<file path="src/rtl/ps2_pkg.sv">
// Shared PS/2 definitions: transmitter states, frame layout and common command bytes.
package ps2_pkg;

  typedef enum logic [2:0] {
    IDLE,
    RTS,
    START,
    DATA,
    WAIT_REL
  } state_t;

  localparam int   FRAME_BITS = 11;
  localparam logic START_BIT  = 1'b0;
  localparam logic STOP_BIT   = 1'b1;

  localparam logic [7:0] CMD_SET_LED = 8'hED;
  localparam logic [7:0] CMD_ENABLE  = 8'hF4;
  localparam logic [7:0] CMD_RESET   = 8'hFF;
  localparam logic [7:0] ACK_BYTE    = 8'hFA;

  // Transmit order is LSB first: start, data0..data7, odd parity, stop.
  function automatic logic [FRAME_BITS-1:0] build_frame(input logic [7:0] b);
    return {STOP_BIT, ~^b, b, START_BIT};
  endfunction

endpackage

</file>
<file path="src/rtl/ps2_clk_filter.sv">
// Debounces the PS/2 clock pad: the filtered level only moves once eight
// consecutive samples agree; neg_edge flags the cycle the filtered level falls.
module ps2_clk_filter
  import ps2_pkg::*;
(
  input  logic clk,
  input  logic reset_n,
  input  logic ps2c_in,
  output logic f_val,
  output logic neg_edge
);

  logic [7:0] filter_q, filter_d;
  logic       f_val_q, f_val_d;

  always_comb begin
    filter_d = {ps2c_in, filter_q[7:1]};
    f_val_d  = f_val_q;
    if (filter_d == 8'hFF)
      f_val_d = 1'b1;
    else if (filter_d == 8'h00)
      f_val_d = 1'b0;
  end

  always_ff @(posedge clk or negedge reset_n) begin
    if (!reset_n) begin
      filter_q <= 8'h00;
      f_val_q  <= 1'b0;
    end else begin
      filter_q <= filter_d;
      f_val_q  <= f_val_d;
    end
  end

  assign f_val    = f_val_q;
  assign neg_edge = f_val_q & ~f_val_d;

endmodule

</file>
<file path="src/rtl/ps2_tx.sv">
// Host-to-device PS/2 transmitter: inhibit/request-to-send, clocked-out frame,
// ack check and a watchdog over the whole device-clocked phase.
module ps2_tx
  import ps2_pkg::*;
#(
  parameter int INHIBIT_CYCLES = 6000,
  parameter int TIMEOUT_CYCLES = 1000000
) (
  input  logic       clk,
  input  logic       reset_n,
  input  logic       ps2c_in,
  input  logic       ps2d_in,
  input  logic       wr_ps2,
  input  logic [7:0] din,
  output logic       ps2c_oe,
  output logic       ps2d_oe,
  output logic       tx_idle,
  output logic       tx_done_tick,
  output logic       tx_err_tick
);

  localparam int             CW           = $clog2(TIMEOUT_CYCLES + 1);
  localparam logic [CW-1:0]  INHIBIT_LOAD = CW'(INHIBIT_CYCLES - 1);
  localparam logic [CW-1:0]  TIMEOUT_LAST = CW'(TIMEOUT_CYCLES - 1);

  state_t                  state_q, state_d;
  logic [FRAME_BITS-1:0]   d_reg_q, d_reg_d;
  logic [3:0]              n_q, n_d;
  logic [CW-1:0]           cnt_q, cnt_d;
  logic                    done_q, done_d;
  logic                    err_q, err_d;
  logic                    ps2d_meta_q, ps2d_s_q;
  logic                    f_val, neg_edge;

  ps2_clk_filter u_clk_filter (
    .clk      (clk),
    .reset_n  (reset_n),
    .ps2c_in  (ps2c_in),
    .f_val    (f_val),
    .neg_edge (neg_edge)
  );

  always_comb begin
    state_d = state_q;
    d_reg_d = d_reg_q;
    n_d     = n_q;
    cnt_d   = cnt_q;
    done_d  = 1'b0;
    err_d   = 1'b0;
    case (state_q)
      IDLE: begin
        if (wr_ps2) begin
          d_reg_d = build_frame(din);
          cnt_d   = INHIBIT_LOAD;
          state_d = RTS;
        end
      end
      RTS: begin
        if (cnt_q == '0) begin
          n_d     = 4'd10;
          state_d = START;
        end else begin
          cnt_d = cnt_q - CW'(1);
        end
      end
      START, DATA, WAIT_REL: begin
        cnt_d = cnt_q + CW'(1);
        // Watchdog wins over any bus activity in the same cycle.
        if (cnt_q == TIMEOUT_LAST) begin
          err_d   = 1'b1;
          state_d = IDLE;
        end else if (state_q == WAIT_REL) begin
          if (f_val && ps2d_s_q) begin
            done_d  = 1'b1;
            state_d = IDLE;
          end
        end else if (neg_edge) begin
          if (n_q != 4'd0) begin
            d_reg_d = {1'b1, d_reg_q[FRAME_BITS-1:1]};
            n_d     = n_q - 4'd1;
            state_d = DATA;
          end else if (!ps2d_s_q) begin
            state_d = WAIT_REL;
          end else begin
            err_d   = 1'b1;
            state_d = IDLE;
          end
        end
      end
      default: state_d = IDLE;
    endcase
  end

  always_ff @(posedge clk or negedge reset_n) begin
    if (!reset_n) begin
      state_q     <= IDLE;
      d_reg_q     <= '0;
      n_q         <= 4'd0;
      cnt_q       <= '0;
      done_q      <= 1'b0;
      err_q       <= 1'b0;
      ps2d_meta_q <= 1'b0;
      ps2d_s_q    <= 1'b0;
    end else begin
      state_q     <= state_d;
      d_reg_q     <= d_reg_d;
      n_q         <= n_d;
      cnt_q       <= cnt_d;
      done_q      <= done_d;
      err_q       <= err_d;
      ps2d_meta_q <= ps2d_in;
      ps2d_s_q    <= ps2d_meta_q;
    end
  end

  // Line enables decode straight from the state so reset releases them at once.
  always_comb begin
    ps2c_oe = 1'b0;
    ps2d_oe = 1'b0;
    case (state_q)
      RTS:     ps2c_oe = 1'b1;
      START:   ps2d_oe = 1'b1;
      DATA:    ps2d_oe = ~d_reg_q[0];
      default: ;
    endcase
  end

  assign tx_idle      = (state_q == IDLE);
  assign tx_done_tick = done_q;
  assign tx_err_tick  = err_q;

endmodule

</file>
<file path="config.mk">
export PLATFORM = sky130hd
export DESIGN_NAME = ps2_tx
export DESIGN_NICKNAME = d
export VERILOG_FILES = /design/src/rtl/ps2_pkg.sv /design/src/rtl/ps2_clk_filter.sv /design/src/rtl/ps2_tx.sv
export SDC_FILE = /design/constraint.sdc
export NUM_CORES = 1
export LEC_CHECK = 0
export ABC_AREA = 1
export BUFFER_PORTS_ARGS = -buffer_cell sky130_fd_sc_hd__buf_2
export CORE_MARGIN = 2
export CORE_UTILIZATION = 60
export CTS_CLUSTER_DIAMETER = 40
export DETAILED_ROUTE_END_ITERATION = 16
export GPL_TIMING_DRIVEN = 0
export PLACE_DENSITY = 0.78
export SLEW_MARGIN = 20
export SYNTH_ARGS = -nofsm -noshare
export SYNTH_HDL_FRONTEND = slang
export SYNTH_SLANG_ARGS = --single-unit
</file>
<file path="constraint.sdc">
create_clock -name clk -period 5 [get_ports clk]
set_input_delay 0.5 -clock clk [delete_from_list [all_inputs] [get_ports clk]]
set_output_delay 0.5 -clock clk [all_outputs]
set_load 0.02 [all_outputs]
</file>
==> results of run 1 <==
final timing paths:
path | end | startpoint | slack, ns
min in group clk | ps2d_meta_q$_DFF_PN0_ | ps2d_in | 0.31
setup reg to reg | cnt_q[17]$_DFFE_PN0P_ | state_q[0]$_DFFE_PN0P_ | 1.88
hold / removal | cnt_q[2]$_DFFE_PN0P_ | reset_n | 0.20
hold reg to reg | ps2d_s_q$_DFF_PN0_ | ps2d_meta_q$_DFF_PN0_ | 0.37
max in group asynchronous | u_clk_filter.filter_q[6]$_DFF_PN0_ | reset_n | 4.39
setup / recovery | cnt_q[17]$_DFFE_PN0P_ | state_q[0]$_DFFE_PN0P_ | 1.88
layout make-up:
| class | instances | area [um2] | area share, % |
|---|---|---|---|
| plain buffers | 6 | 41.3 | 1.06 |
| clock buffers | 5 | 68.8 | 1.76 |
| clock inverters | 3 | 21.3 | 0.544 |
| inverters | 71 | 267 | 6.82 |
| multi-input cells | 426 | 2080 | 53.2 |
| flip-flops and latches | 50 | 1250 | 32.0 |
| well taps | 75 | 93.8 | 2.40 |
| repair buffers | 17 | 87.6 | 2.24 |
placed cells by master, fill, tap and decap left out, types with 2 or more instances in the layout:
| cell | instances |
|---|---|
| nand2_1 | 226 |
| inv_1 | 69 |
| nor2_1 | 60 |
| dfrtp_1 | 50 |
| nand3_1 | 44 |
| ha_1 | 20 |
| buf_2 | 19 |
| a21oi_1 | 18 |
| nand4_1 | 8 |
| xnor2_1 | 8 |
| xor2_1 | 8 |
| o21ai_0 | 5 |
| nor3_1 | 5 |
| nand3b_1 | 5 |
| clkbuf_8 | 5 |
| buf_4 | 3 |
| a22oi_1 | 3 |
| inv_2 | 2 |
| o22ai_1 | 2 |
| and3_1 | 2 |
state kept, by name, indices dropped and copies added (netlist names), 3 cells and up:
name and count:
cnt_q 20, d_reg_q 11, n_q 4, state_q 3, u_clk_filter.filter_q 7
layer usage:
metal | GRT usage, % | wire, um | up-vias
li1 | - | - | 1777
met4 | 4.67 | 61 | 0
met1 | 37.6 | 4150 | 1596
met5 | 0 | 0 | -
met2 | 44.4 | 3910 | 61
met3 | 3.96 | 276 | 9
stage by stage:
stage	area (um2)	std cells	worst slack (ns)	power [mW]	util [%]
6_report	3910	653	1.88	2.98	66.4
5_1_grt	3910	653	1.65	3.32	66.4
4_1_cts	3910	653	1.95	2.96	66.4
3_5_place_dp	3820	645	1.98	2.72	64.8
3_3_place_gp	3820	645	2.07	2.65	64.8
2_1_floorplan	3640	553	2.62	2.26	-
worst register-to-register path, delay by kind of cell, from the launching register on:
family	cells	cell delay, ns
and+or+nand+nor	9	1.19
buffers and inverters	3	0.70
DFF	1	0.45
adders and majority gates	1	0.41
AOI/OAI and AO/OA	1	0.27
synthesized netlist by cell type (3+ instances only):
master / n
nand2_1: 226
inv_1: 69
nor2_1: 60
dfrtp_1: 50
nand3_1: 44
ha_1: 20
a21oi_1: 18
nand4_1: 8
xnor2_1: 8
xor2_1: 8
nand3b_1: 5
nor3_1: 5
o21ai_0: 5
a22oi_1: 3
buf_2: 3
kinds of logic (layout without fill, tap and decap cells):
| group | count (synthesis) | count (layout) | synth area share, % |
|---|---|---|---|
| AND/OR/NAND/NOR | 358 | 358 | 41.0 |
| buffers and inverters | 77 | 102 | 8.46 |
| flip-flops | 50 | 50 | 34.4 |
| AO/OA/AOI/OAI | 31 | 31 | 4.88 |
| adder cells (fa/ha/maj) | 21 | 21 | 7.43 |
| XOR/XNOR | 16 | 16 | 3.85 |
power by group through the flow:
stage	clock network, mW	logic [mW]	registers, mW
floorplan	0	1.57	0.687
global placement	0	1.93	0.730
detailed placement	0	1.98	0.738
CTS	0.238	1.99	0.731
global route	0.259	2.31	0.753
finish	0.236	2.01	0.735
==> metrics, run 1 <==
switching part of the total=52.9%; clock share of power=7.9%; Fill cells=575; Pleak=2.24 nW; area leader, netlist=dfrtp_1; vias in the first global route=3,133; crit path cell chain=nor2_1 > nand2_1 > nand2_4 > inv_1 > buf_2 > ha_1 > nand2_1 > inv_1 > a21oi_1 > nand3_1 > nand2_1 > nand3_1 > nand3_1 > nand2_1; Fin Setup TNS=0 ns; diodes inserted=0; post-synth net total=587; Flop pwr share=24.7%; Async SR Flop Fraction=100%; Int Pwr=1.40 mW; first-pass GRT wire length=14,000 um; Worst-Margin Slew=0.610 ns; initial antenna violation count=0; register area share after synthesis=34.4%; Yosys cell types=32; cts hold-fix bufs=0; Critical Path Start Type=flip-flop; NetSw=1.57 mW; Final Wtd Congestion=0.966; Crit path depth=14; buffers and inverters on the worst path=3; layout cells sized above 1=6.92%; Worst EP arrival=3.32 ns; vias post-DR=3,443; Syn Inst Count=553; FF+latch count, synth=50; CP Class=reg2reg; clock latency on the worst-skew pair=0.30 ns; Die ar.=6700 um2; Bufs on Longest Clock Path=2; Final setup viols=0; Reg2Reg Depth=14; Core Rows=28; VDD IR-drop max=389 uV; EDFF count, synth=0; Final ANT Viol Nets=0; cts repair resizes=0; Buffers on Ports=17; Hold Fails Final Rpt=0; # H-tree levels=2; CORE AREA=5890 um2; final hold slack=0.197 ns; drt wl/cell=12.9 um; PD cells=762 nW/um2; via/cell ratio=5.27; largest net degree at the start of global routing=51; die width=81.9 um; P&R area growth vs syn=7.46%; Avg Cell Area, Syn=6.58 um2; minimum clock period after layout=3.12 ns; largest delay contributor family on the critical path=simple AND/OR/NAND/NOR gates; Die H=81.9 um; dominant cells by area after synthesis=dfrtp_1 (34%), nand2_1 (23%), inv_1 (7.1%); CTS root buffer=clkbuf_8; DR iter-0 viols=161; Hold WC Path Type=in2async; CTS tree=done; outcome=finished clean; CTS buffer count=5; CTS clock-pin slew for the worst setup and hold paths=0.09 ns; top cell type's share of synthesized area=34.4%; CP endpoint kind=flip-flop; part of the power in combinational logic=67.4%; Slew Limit Fails=0; post-CTS setup buffer count=0; detailed placer's ending HPWL=6490 um; detailed-route DRC error count=0; mapped cell area=3640 um2; Initial DRT Pass Iterations=5; Sink Count=50; CP most frequent cell=nand2_1; fin crit share=62.4%; initial core utilization=61.8%; grt total ovfl=0; Required @ worst endpoint=5.20 ns; RSZ-0062 raised after global routing=false; nets@finish=611; achievable frequency=321 MHz; worst clock skew=0.00623 ns; max incr delay on CP=0.50 ns; Main synth FF type=dfrtp_1; synth warn=0; Tot GR Track Use=26.8%; maxcap violations=0; critical path peak fanout=27; Slew HR=59.3%; Crit-path slowest cell=buf_2; routed wire length=8400 um; I/O pin count=18
Note: power is estimated with default switching activity, not from simulation.
==> run 2: changes to the inputs <==
==> constraint.sdc (replaced) <==
create_clock -name clk -period 2.9 [get_ports clk]
set_input_delay 0.29 -clock clk [delete_from_list [all_inputs] [get_ports clk]]
set_output_delay 0.29 -clock clk [all_outputs]
set_load 0.02 [all_outputs]
==> run 2 against run 1 <==
  * Non-clock buffer count unchanged
  * Worst setup slack got worse by 1.7 ns
  * Highest routed layer unchanged
  * Critical path depth unchanged
  * Die area stayed put
  * Critical endpoint is now cnt_q[15]$_DFFE_PN0P_
  * Cell count unchanged
  * Largest power group unchanged
  * Register-to-register slack got worse by 1.7 ns
  * The flow now finishes with violations (hold timing)
  * Largest cell class unchanged
  * Clock skew up 0.0025 ns
  * Cell area grew 0.67%
  * Via count down 0.12%
  * Combinational power rose by 74%
  * Sequential power rose by 73%
==> metrics, run 2 (synthesis results as in run 1) <==
outcome=complete, but fails checks; failing checks=hold timing; diodes inserted=0 (unchanged); achievable frequency=372 MHz (+16%); highest-count cells in the layout ignoring fill and taps=nand2_1 (225), inv_1 (69), nor2_1 (58); CTS clock-pin slew for the worst setup and hold paths=0.10 ns (about the same); Worst EP arrival=2.89 ns (-0.43 ns); die width=81.9 um (unchanged); VDD IR-drop max=674 uV (+73%); final core occ=66.9% (+0.45 points); CTS root buffer=clkbuf_8; Slew HR=59.4% (+0.12 points); detailed placer's ending HPWL=6490 um (unchanged); Die H=81.9 um (unchanged); Initial DRT Pass Iterations=5 (unchanged); Final ANT Viol Nets=0 (unchanged); Required @ worst endpoint=3.10 ns (-2.10 ns); Hold WC Path Type=in2async; CTS buffer count=5 (unchanged); detailed-route DRC error count=0 (unchanged); grt total ovfl=0 (unchanged); Fin Setup TNS=0 ns (unchanged); I/O pin count=18 (unchanged); Fill cells=571 (-0.70%); max incr delay on CP=0.48 ns (-0.02 ns); Reg2Reg Depth=14 (unchanged); crit path cell chain=nor2_4 > nand2_2 > nand2_4 > inv_1 > buf_6 > ha_1 > nand2_1 > nand3_1 > nand2_1 > nand3_1 > nand2_1 > nand3b_1 > nand3_1 > nand2_1; cts hold-fix bufs=0 (unchanged); initial core utilization=61.8% (unchanged); first-pass GRT wire length=14,000 um (unchanged); commonest non-fill, non-tap cell in the layout=nand2_1; # H-tree levels=2 (unchanged); CP Class=reg2reg; final hold slack=-0.0172 ns (-0.214 ns); via/cell ratio=5.27 (-0.12%); Largest register FFs=20 (unchanged); Slew Limit Fails=0 (unchanged); drt wl/cell=12.9 um (unchanged); RSZ-0062 raised after global routing=false; Critical Path Start Type=flip-flop; Buffers on Ports=17 (unchanged); maxcap violations=0 (unchanged); CTS tree=done; Final setup viols=0 (unchanged); Biggest register=cnt_q; CP most frequent cell=nand2_1; Crit-path slowest cell=dfrtp_1; clock latency on the worst-skew pair=0.31 ns (about the same); largest net degree at the start of global routing=51 (unchanged); post-CTS setup buffer count=0 (unchanged); Tot GR Track Use=26.8% (unchanged); Core Rows=28 (unchanged); CORE AREA=5890 um2 (unchanged); Final Wtd Congestion=0.966 (unchanged); Die ar.=6700 um2 (unchanged); fin crit share=92.8% (+30 points); biggest regs=cnt_q (20), d_reg_q (11), u_clk_filter.filter_q (7); Sink Count=50 (unchanged); Bufs on Longest Clock Path=2 (unchanged); Pleak=2.24 nW (about the same); DR iter-0 viols=163 (+1.2%); Hold Fails Final Rpt=16 (+16); critical path peak fanout=27 (unchanged); worst clock skew=0.00876 ns (+0.00254 ns); vias in the first global route=3,133 (unchanged); nets@finish=611 (unchanged); routed wire length=8400 um (unchanged); PD cells=1320 nW/um2 (+73%); P&R area growth vs syn=8.19%; vias post-DR=3,439 (-0.12%); minimum clock period after layout=2.69 ns (-0.429 ns); layout cells sized above 1=7.96% (+1.0 points); CP endpoint kind=flip-flop; Worst-Margin Slew=0.608 ns (-0.00175 ns); initial antenna violation count=0 (unchanged)
## run 2: metrics by stage
step,setup WS (ns),cell area [um2],cells,total power [mW]
after floorplan,0.523,3640,553,3.90
after global placement,-0.0294,3820,645,4.58
after detailed placement,-0.115,3820,645,4.68
after CTS,0.0495,3910,653,5.11
after global routing,0.00295,3940,653,5.77
final,0.209,3940,653,5.18
## run 2: power by group
part	total (mW)	internal, mW	switching, mW	leakage, nW
clock	0.410	0.170	0.240	0.0441
sequential	1.27	0.997	0.278	0.599
combinational	3.50	1.28	2.22	1.60
total	5.18	2.44	2.74	2.24
## run 2: repair_timing
action | in CTS | in global routing
gates cloned | 0 | 0
pin swaps | 0 | 0
endpoints found under the setup margin | 10 | 13
resized for setup | 2 | 7
endpoints found under the hold margin | 0 | 0
## run 2: path summary, 6_finish.rpt
path / slack, ns / end / startpoint
max: 0.21 / cnt_q[15]$_DFFE_PN0P_ / state_q[0]$_DFFE_PN0P_
min: -0.02 / cnt_q[2]$_DFFE_PN0P_ / reset_n
min in group clk: 0.10 / ps2d_meta_q$_DFF_PN0_ / ps2d_in
min reg2reg: 0.37 / ps2d_s_q$_DFF_PN0_ / ps2d_meta_q$_DFF_PN0_
max in group asynchronous: 2.47 / state_q[1]$_DFFE_PN0P_ / reset_n
max reg2reg: 0.21 / cnt_q[15]$_DFFE_PN0P_ / state_q[0]$_DFFE_PN0P_
## run 2: cell type report
class / instances / area [um2] / share of cell area, %
well taps: 75 / 93.8 / 2.38
inverters: 71 / 267 / 6.77
clock inverters: 3 / 21.3 / 0.541
repair buffers: 17 / 87.6 / 2.23
plain buffers: 6 / 47.5 / 1.21
clock buffers: 5 / 68.8 / 1.75
flip-flops and latches: 50 / 1250 / 31.8
multi-input cells: 426 / 2100 / 53.3
## run 2: per-layer routing
layer | track usage, % | wire length (um)
met5 | 0 | 0
met4 | 4.67 | 42
met3 | 3.96 | 305
met2 | 44.4 | 3970
met1 | 37.6 | 4090
## run 2: worst max-delay path, delay by kind of cell, from the launching register on
kind | cells | cell delay [ns]
simple gates | 11 | 1.38
flops | 1 | 0.48
fa+ha+maj | 1 | 0.39
buf+inv | 2 | 0.32
==> run 3: changes to the inputs <==
--- a/config.mk
+++ b/config.mk
@@ -7,12 +7,14 @@
 export LEC_CHECK = 0
 export ABC_AREA = 1
 export BUFFER_PORTS_ARGS = -buffer_cell sky130_fd_sc_hd__buf_2
-export CORE_MARGIN = 2
+export CORE_MARGIN = 10
 export CORE_UTILIZATION = 60
 export CTS_CLUSTER_DIAMETER = 40
 export DETAILED_ROUTE_END_ITERATION = 16
 export GPL_TIMING_DRIVEN = 0
 export PLACE_DENSITY = 0.78
+export SETUP_SLACK_MARGIN = 0.3
+export SKIP_LAST_GASP = 1
 export SLEW_MARGIN = 20
 export SYNTH_ARGS = -nofsm -noshare
 export SYNTH_HDL_FRONTEND = slang
==> run 3 against run 2 <==
  * The flow still finishes with violations (hold timing)
  * Clock power grew 19%
  * Clock skew is essentially flat
  * Die area grew 43%
  * Sequential share of layout area shrank 2.0 points
  * Critical endpoint is now cnt_q[17]$_DFFE_PN0P_
==> metrics, run 3 (synthesis results as in run 1) <==
Place WS=0.0119 ns (+0.127 ns); CTS clock-pin slew for the worst setup and hold paths=0.09 ns (about the same); Hold Fails Final Rpt=17 (+1); placed cells=645 (unchanged); Hold WC Path Type=in2async; Final setup viols=0 (unchanged); final instance area=4210 um2 (+6.9%); Core Rows=28 (unchanged); detailed placer's ending HPWL=6600 um (+1.7%); PD cells=1360 nW/um2 (+3.4%); max incr delay on CP=0.41 ns (-0.07 ns); Fill cells=473 (-17%); VDD IR-drop max=661 uV (-2.0%); CTS root buffer=clkbuf_8; grt total ovfl=0 (unchanged); DR iter-0 viols=174 (+6.7%); routed wire length=8900 um (+5.9%); Biggest register=cnt_q; via/cell ratio=5.42 (+3.0%); Die ar.=9580 um2 (+43%); maxcap violations=0 (unchanged); vias in the first global route=3,310 (+5.6%); critical path peak fanout=14 (-48%); Worst EP arrival=2.74 ns (-0.15 ns); Required @ worst endpoint=3.09 ns (about the same); detailed-route DRC error count=0 (unchanged); final core occ=71.1% (+4.2 points); biggest regs=cnt_q (20), d_reg_q (11), u_clk_filter.filter_q (7); nets@finish=618 (+1.1%); P&R area growth vs syn=15.7%; first-pass GRT wire length=14,700 um (+5.0%); I/O pin count=18 (unchanged); vias post-DR=3,579 (+4.1%); Tot GR Track Use=17.7% (-9.1 points); failing checks=hold timing; Tot Pwr=5.73 mW (+11%); CTS tree=done; NetSw=2.90 mW (+5.9%); crit path cell chain=inv_1 > nor2_4 > inv_2 > nand2_4 > clkinvlp_4 > buf_12 > ha_2 > nand2_1 > inv_1 > nand2_1 > nand2_1 > nand2_1 > nand3_1 > nand2_1 > nand2_1 > nand2_1 > nand3_1 > nand2_1; drt wl/cell=13.5 um (+4.8%); RSZ-0062 raised after global routing=true; Crit-path slowest cell=dfrtp_2; Pleak=2.29 nW (+2.3%); Slew HR=58.8% (-0.62 points); Final WS setup=0.355 ns (+0.146 ns); CTS buffer count=5 (unchanged); Flop pwr share=22.8% (-1.8 points); buffers and inverters on the worst path=5 (+3); clock latency on the worst-skew pair=0.30 ns (about the same); Buffers on Ports=17 (unchanged); fin crit share=87.7% (-5.0 points); Die H=97.9 um (+20%); area occupied by multi-input gates=2270 um2 (+8.1%); part of the power in combinational logic=68.6% (+1.1 points); minimum clock period after layout=2.54 ns (-0.146 ns); final hold slack=-0.00724 ns (+0.00993 ns); # H-tree levels=2 (unchanged); largest net degree at the start of global routing=51 (unchanged); layout cells sized above 1=13.3% (+5.4 points); initial antenna violation count=0 (unchanged); CP most frequent cell=nand2_1; Register Area=1250 um2 (+0.20%); Bufs on Longest Clock Path=2 (unchanged); Final ANT Viol Nets=0 (unchanged); CP Class=reg2reg; Worst-Margin Slew=0.618 ns (+0.00936 ns); largest delay contributor family on the critical path=simple AND/OR/NAND/NOR gates; fin cells=660 (+1.1%); Initial DRT Pass Iterations=5 (unchanged); CP endpoint kind=flip-flop; R2R setup slack=0.36 ns (+0.15 ns); area of placed instances=3820 um2 (unchanged); diodes inserted=0 (unchanged); CORE AREA=5920 um2 (+0.60%); worst clock skew=0.00877 ns (+0.00000530 ns); highest-count cells in the layout ignoring fill and taps=nand2_1 (224), inv_1 (68), nor2_1 (54); Final Wtd Congestion=0.992 (+2.7%); cts hold-fix bufs=0 (unchanged); initial core utilization=61.4% (-0.37 points); Slew Limit Fails=0 (unchanged); Fin Setup TNS=0 ns (unchanged); Int Pwr=2.83 mW (+16%); Critical Path Start Type=flip-flop; clock share of power=8.5% (+0.6 points); Sink Count=50 (unchanged); Largest register FFs=20 (unchanged); commonest non-fill, non-tap cell in the layout=nand2_1; die width=97.9 um (+20%); switching part of the total=50.6% (-2.2 points); outcome=complete, but fails checks; achievable frequency=393 MHz (+5.8%)
run 3: repair_timing:
| action | 4_1_cts | 5_1_grt |
|---|---|---|
| setup buffers | 0 | 6 |
| resized for setup | 11 | 26 |
| pin swaps | 0 | 2 |
| endpoints found under the setup margin | 16 | 15 |
| gates cloned | 0 | 1 |
run 3: per-layer routing:
metal  track usage (%)  share of wire, %  routed length, um  vias up
li1                  -                 -                  -     1799
met1              23.8                46               4080     1662
met2              28.9                48               4260      101
met3              2.61               4.6                407       17
met4              4.59               1.6                144        0
met5                 0                 0                  0        -
run 3: power by group through the flow:
stage | Sequential (mW) | Clock [mW] | Combinational (mW)
after detailed placement | 1.27 | 0 | 3.39
after CTS | 1.28 | 0.490 | 3.53
after global routing | 1.34 | 0.516 | 4.43
after floorplan | 1.18 | 0 | 2.71
final | 1.31 | 0.488 | 3.93
after global placement | 1.26 | 0 | 3.30
run 3: layout make-up:
cell class	count	share of cell area [%]
buffer	6	1.34
clock buffer	5	1.64
clock inverter	3	0.952
inverter	71	6.42
multi-input combinational	426	53.9
sequential	50	29.8
tap	75	2.23
timing repair buffer	24	3.75
run 3: final timing paths:
| path | depth (start not counted) | from | end |
|---|---|---|---|
| worst max-delay path | 18 | state_q[1]$_DFFE_PN0P_ | cnt_q[17]$_DFFE_PN0P_ |
| worst min-delay path | 1 | reset_n | cnt_q[2]$_DFFE_PN0P_ |
| worst max register to register | 18 | state_q[1]$_DFFE_PN0P_ | cnt_q[17]$_DFFE_PN0P_ |
| worst min register to register | 0 | ps2d_meta_q$_DFF_PN0_ | ps2d_s_q$_DFF_PN0_ |
| max in group asynchronous | 1 | reset_n | state_q[0]$_DFFE_PN0P_ |
| min in group clk | 1 | ps2d_in | ps2d_meta_q$_DFF_PN0_ |
